## config.mk

```make
export PLATFORM = sky130hd
export DESIGN_NAME = imm_extend_pipe
export DESIGN_NICKNAME = d
export VERILOG_FILES = /design/src/rtl/imm_extend_pipe.sv
export SDC_FILE = /design/constraint.sdc
export NUM_CORES = 1
export LEC_CHECK = 0
export CAP_MARGIN = 10
export CORE_MARGIN = 8
export CORE_UTILIZATION = 25
export DETAILED_ROUTE_END_ITERATION = 10
export PLACE_DENSITY = 0.52
export SLEW_MARGIN = 30
export SYNTH_ARGS = -nofsm -noshare
export SYNTH_HDL_FRONTEND = slang
export SYNTH_SLANG_ARGS = --single-unit
```

## constraint.sdc

```tcl
create_clock -name clk -period 2.1 [get_ports clk]
set_clock_uncertainty 0.1 [all_clocks]
set_input_delay 0.525 -clock clk [delete_from_list [all_inputs] [get_ports clk]]
set_output_delay 0.525 -clock clk [all_outputs]
set_load 0.005 [all_outputs]
```

## src/rtl/imm_extend_pipe.sv

```systemverilog
// imm_extend_pipe: two-stage valid/ready immediate extender.
// Define IMM_ROTATE_EN to enable the data-processing rotate for ImmSrc=00.
module imm_extend_pipe #(
    parameter int W = 32,
    parameter int BR_SHL = 0
) (
    input  logic         clk,
    input  logic         reset,
    input  logic         in_valid,
    output logic         in_ready,
    input  logic [31:0]  instruction,
    input  logic [1:0]   ImmSrc,
    input  logic         flush,
    output logic         out_valid,
    input  logic         out_ready,
    output logic [W-1:0] out_ext_imm,
    output logic         out_imm_err
);
    logic         r_s1_valid;
    logic [23:0]  r_s1_field;
    logic [1:0]   r_s1_fmt;
    logic         r_s2_valid;
    logic [W-1:0] r_ext_imm;
    logic         r_imm_err;
    logic         w_s2_load;
    logic         w_accept;
    logic [23:0]  w_field;
    logic [31:0]  w_dp;
    logic [W-1:0] w_br;
    logic [W-1:0] w_res;
    logic         w_unused_bits;

    assign w_s2_load = !r_s2_valid || out_ready;
    assign in_ready  = !flush && (!r_s1_valid || w_s2_load);
    assign w_accept  = in_valid && in_ready;
    assign w_field   = ImmSrc == 2'b00 ? {16'h0, instruction[7:0]} :
                       ImmSrc == 2'b01 ? {12'h0, instruction[11:0]} :
                       ImmSrc == 2'b10 ? instruction[23:0] : 24'h0;

`ifdef IMM_ROTATE_EN
    logic [3:0] r_s1_rot;
    logic [5:0] w_amt;
    assign w_amt = {1'b0, r_s1_rot, 1'b0};
    // a shift by 32 yields zero, so amount 0 falls out of the OR correctly
    assign w_dp = ({24'h0, r_s1_field[7:0]} >> w_amt) | ({24'h0, r_s1_field[7:0]} << (6'd32 - w_amt));
    assign w_unused_bits = ^instruction[31:24];
    always_ff @(posedge clk)
        if (w_accept) r_s1_rot <= instruction[11:8];
`else
    assign w_dp = {24'h0, r_s1_field[7:0]};
    assign w_unused_bits = ^{instruction[31:24], instruction[11:8]};
`endif

    assign w_br  = {{(W-24){r_s1_field[23]}}, r_s1_field} << BR_SHL;
    assign w_res = r_s1_fmt == 2'b00 ? W'(w_dp) :
                   r_s1_fmt == 2'b01 ? W'(r_s1_field) :
                   r_s1_fmt == 2'b10 ? w_br : '0;

    always_ff @(posedge clk)
        if (w_accept) begin
            r_s1_field <= w_field;
            r_s1_fmt   <= ImmSrc;
        end

    always_ff @(posedge clk) begin
        if (reset) begin
            r_s1_valid <= 1'b0;
            r_s2_valid <= 1'b0;
            r_ext_imm  <= '0;
            r_imm_err  <= 1'b0;
        end else if (flush) begin
            r_s1_valid <= 1'b0;
            r_s2_valid <= 1'b0;
            r_imm_err  <= 1'b0;
        end else begin
            if (w_accept) r_s1_valid <= 1'b1;
            else if (w_s2_load) r_s1_valid <= 1'b0;
            if (w_s2_load) begin
                r_s2_valid <= r_s1_valid;
                if (r_s1_valid) begin
                    r_ext_imm <= w_res;
                    r_imm_err <= r_s1_fmt == 2'b11;
                end
            end
        end
    end

    assign out_valid   = r_s2_valid;
    assign out_ext_imm = r_ext_imm;
    assign out_imm_err = r_imm_err;
endmodule

```

; ---- Word level (Yosys, flattened, before mapping)
; Cells that the tools add are included.
[word_totals]
register_bits = 61
latch_bits = 0
ramBits = 0
romBits = 0
input_bits = 39
output_inout_bits = 35
mem_count = 0
[classes]
addsub = 0
multipliers = 0
n_div = 0
n_lt_le_gt_ge = 0
eq_ne = 5
shifts = 0
mux = 8
bitwise_logic = 2
n_reduce_logical = 14
[op_table]
columns = cell, count
row1 = 2-to-1 mux 32 bit, 3
row2 = 2-to-1 mux 12 bit, 2
row3 = 2-to-1 mux 8 bit, 1
row4 = "equality test 2 bit, second input constant", 3
row5 = "equality test 2 x 1 -> 1 bit, second input constant", 2
row6 = zero test 2 bit, 2
row7 = zero test 1 bit, 3
row8 = AND reduction 3 bit, 1
row9 = OR reduction 3 bit, 1
row10 = logical AND 1 bit, 2
row11 = logical OR 1 bit, 2
row12 = 2-to-1 mux 1 bit, 2
row13 = inverter 1 bit, 2
row14 = AND reduction 2 bit, 1
row15 = nonzero test 2 bit, 1
row16 = OR reduction 2 bit, 1

; ---- Depth between registers and ports, before layout
[depth]
ltp_word = 6
ltp_mapped = 5
depth_no_buf = 3

; ---- Least setup slack after synthesis
; Ideal clock, no wire load.
[synth_timing]
path_kind = input port to flip-flop
startpoint = in out_ready
endpoint = reg r_s1_field[0], enable pin
setup_time_ns = 0.385
arrival_time_ns = 1.562
required_ns = 1.615
setup_slack_ns = 0.053
path_stages = 4
path_cell_list = nor2b_4 buf_6 a21oi_1 and2_1
[synth_via]
elab_chain_len = 4
[synth_rtl]
columns = item, line
row1 = start: declaration, 15  ; input logic out_ready,
row2 = logical OR 1 bit, 33  ; assign w_s2_load = !r_s2_valid || out_ready;
row3 = logical OR 1 bit, 34  ; assign in_ready = !flush && (!r_s1_valid || w_s2_load);
row4 = logical AND 1 bit, 34
row5 = net in_ready, 10  ; output logic in_ready,
row6 = logical AND 1 bit, 35  ; assign w_accept = in_valid && in_ready;
row7 = net w_accept, 26  ; logic w_accept;
row8 = end signal: assignment, 61  ; r_s1_field <= w_field;
row9 = end: declaration, 20  ; logic [23:0] r_s1_field;
; The timed path passes the listed nets, and every way through them passes these cells.
; A chain may end at the register's enable or synchronous reset.

; ---- Final worst setup path
[layout_timing]
startpoint = in flush
endpoint = out in_ready
[layout_via]
elab_chain_len = 2
[layout_rtl]
columns = item, line
row1 = start: declaration, 13  ; input logic flush,
row2 = zero test 1 bit, 34
row3 = logical AND 1 bit, 34
row4 = end: declaration, 10
; No other way between the ends.

==> impl_metrics.csv <==
group,metric,value,unit
setup_path,regToRegSetupSlack,0.51,ns
setup_path,critPathRequiredTime,1.47,ns
clocking,cts_root_buf,"clkbuf_8",
detailed_routing,wl,5.43,mm
synth,synth_fp_nets,234,
sta,finalSetupViolCount,0,
layout,drive_above_1_share,0.0748,
global_route,antenna_found_initial,0,
synth,syn_inst,195,
power_and_ir_drop,power.density,643,nW/µm²
setup_path,arrival,1.40,ns
synth,synth_top_family_by_area,"simple AND/OR/NAND/NOR gates",
setup_path,endpoint_kind,"output port",
place,dp_hpwl,3.94,mm
detailed_routing,drt_iter0_drc,62,
synth,synth_edf_count,26,
floorplanning,rows,34,
floorplanning,ios,74,
run,cap_violations,0,
clocking,cts.sinks,54,
sta,rsz0062_at_grt,"false",
layout,antenna_cells,0,
place,place_congestion,0.734,
sta,report.final.slew_viol_count,0,
setup_path,crit_type,"in2out",
synth,synth_xor_area_frac,0.0115,
synth,synth_largest_area_cell,"edfxtp_1",
floorplanning,die_x,109,µm
sta,timing.slew.headroom,0.537,
clocking,ctsLongestPathBuffers,2,
global_route,track_usage,0.0934,
sta,fmax,0.493,GHz
clocking,clock_latency,0.30,ns
synth,synth_compound_area_frac,0.129,
layout,fin_util,0.353,
layout,fin_nets,292,
detailed_routing,drc,0,
power_and_ir_drop,p_leak,0.972,nW
sta,fin_crit,2.03,ns
detailed_routing,vias_per_cell,4.40,
synth,synth_mux_area_frac,0,
global_route,grt_pass1_wl,8.57,mm
sta,tightest_slew,0.693,ns
sta,period_share,0.967,
clocking,cts_tree,"done",
layout,area_growth,39.1,%
place,io_buffers,65,
synth,synth_area,2170,µm²
status,status,"finished, final reports clean",
clocking,htree_num_levels,2,
synth,synthTopCellsByArea,"edfxtp_1 36%, dfxtp_1 26%, and2_1 7.2%, nand4_1 6.9%, a21oi_1 6.2%",
min_path,holdCritPathClass,"reg2reg",
floorplanning,fp.dieH,109,µm
detailed_routing,avgRoutedWirePerCell,15.0,µm
synth,synth_most_common_cell,"dfxtp_1",
sta,hold_viol,0,
detailed_routing,vias,1592,
synth,synthSimpleGateAreaFrac,0.175,
detailed_routing,drt_pass1_iterations,4,
synth,synth.cells.most_frequent,"28 x dfxtp_1, 27 x a21oi_1, 26 x edfxtp_1, 26 x o21ai_0, 25 x and2_1",
synth,seq_area_frac_synth,0.618,
synth,synth_top_area_frac,0.360,
synth,yosys.area_share.adder,0,
setup_path,crit_path_start_kind,"input port",
synth,ys.flop_type,"dfxtp_1",
floorplanning,initial_core_util,0.254,
synth,synth_seq_cells,54,
clocking,numCtsBuffers,5,
detailed_routing,drtAntennaViolNets,0,
sta,tns,0,ns
synth,async_flop_share,0,
clocking,postCtsSetupBuffers,0,
power_and_ir_drop,max-vdd-ir-drop,0.254,mV
synth,yosys_warnings,0,
clocking,clkTransAtPathRegs,0.08,ns
floorplanning,core_area,8550,µm²
global_route,grt_max_degree,30,
synth,avgSynthCellArea,11.1,µm²
global_route,grt_pass1_vias,1653,
setup_path,cp_max_fo,2,
synth,yosysUniqueCellTypes,23,
global_route,overflow,0,
clocking,cts_hold_buffers,0,
floorplanning,die_area,11900,µm²
==> area by class of cell <==
type / count / area (µm²)
Fill cell: 846 / 5530
Sequential cell: 54 / 1340
Timing Repair Buffer: 74 / 741
Multi-Input combinational cell: 117 / 696
Tap cell: 108 / 135
Clock buffer: 8 / 101
Inverter: 1 / 3.75
==> cell usage in the layout, fill, tap and decap left out, drive strengths merged, types with 3 or more instances in the layout <==
cell and n:
clkdlybuf4s50 63, dfxtp 28, a21oi 27, o21ai 26, edfxtp 26, and2 25, nand4 24, buf 9
clkbuf 8, nand2 3, nor2b 3
==> per-stage QoR <==
step	cell area (µm²)	instances	total power [mW]	hold WS (ns)	setup slack, ns
floorplan	2170	195	1.24	0.366	0.0533
global placement	2910	354	1.35	0.358	-0.482
detailed placement	2910	354	1.35	0.368	-0.485
CTS	3020	362	1.96	0.376	0.0519
global route	3020	362	2.03	0.392	0.0163
finish	3020	362	1.94	0.375	0.0701
==> logic make-up after synthesis <==
group                     after synthesis
and+or+nand+nor                        60
AOI/OAI and AO/OA                      55
DFF                                    54
buffers and inverters                  24
xor gates and xnor gates                2
==> critical path: stages <==
cell             delay, ns
clkdlybuf4s50_1       0.47
a21oi_4               0.16
dlygate4sd2_1         0.25
==> metal layers <==
layer	vias to the layer above	part of all wire	global-route usage
met2	37	0.53	0.166
met3	4	0.061	0.0278
met4	0	0.012	0.0381
met5	-	0	0
met1	734	0.40	0.101
li1	817	-	-
==> path summary, 6_finish.rpt <==
| kind | from | end | cells after the start |
|---|---|---|---|
| worst max register to register | r_s1_fmt[0] | out_ext_imm[12] | 3 |
| worst max-delay path | flush | in_ready | 3 |
| worst min-delay path | out_ext_imm[20] | out_ext_imm[20] | 2 |
| worst min register to register | out_ext_imm[20] | out_ext_imm[20] | 2 |
==> state kept, by name, summed over array words and instances (netlist names) <==
signal,flops
r_s1_valid,1
r_s1_field,24
out_imm_err,1
out_valid,1
r_s1_fmt,2
out_ext_imm,25
==> power by group <==
part | switching (mW) | internal (mW) | total (mW)
clock network | 0.309 | 0.309 | 0.618
registers | 0.0143 | 1.14 | 1.15
logic | 0.0736 | 0.0956 | 0.169
total | 0.397 | 1.54 | 1.94
==> repair_timing <==
action                                 4_1_cts  5_1_grt
endpoints found under the hold margin        0        0
resized for setup                            4        0
setup endpoints to repair                    1        0
No activity file was read; power rests on OpenSTA's default activity.
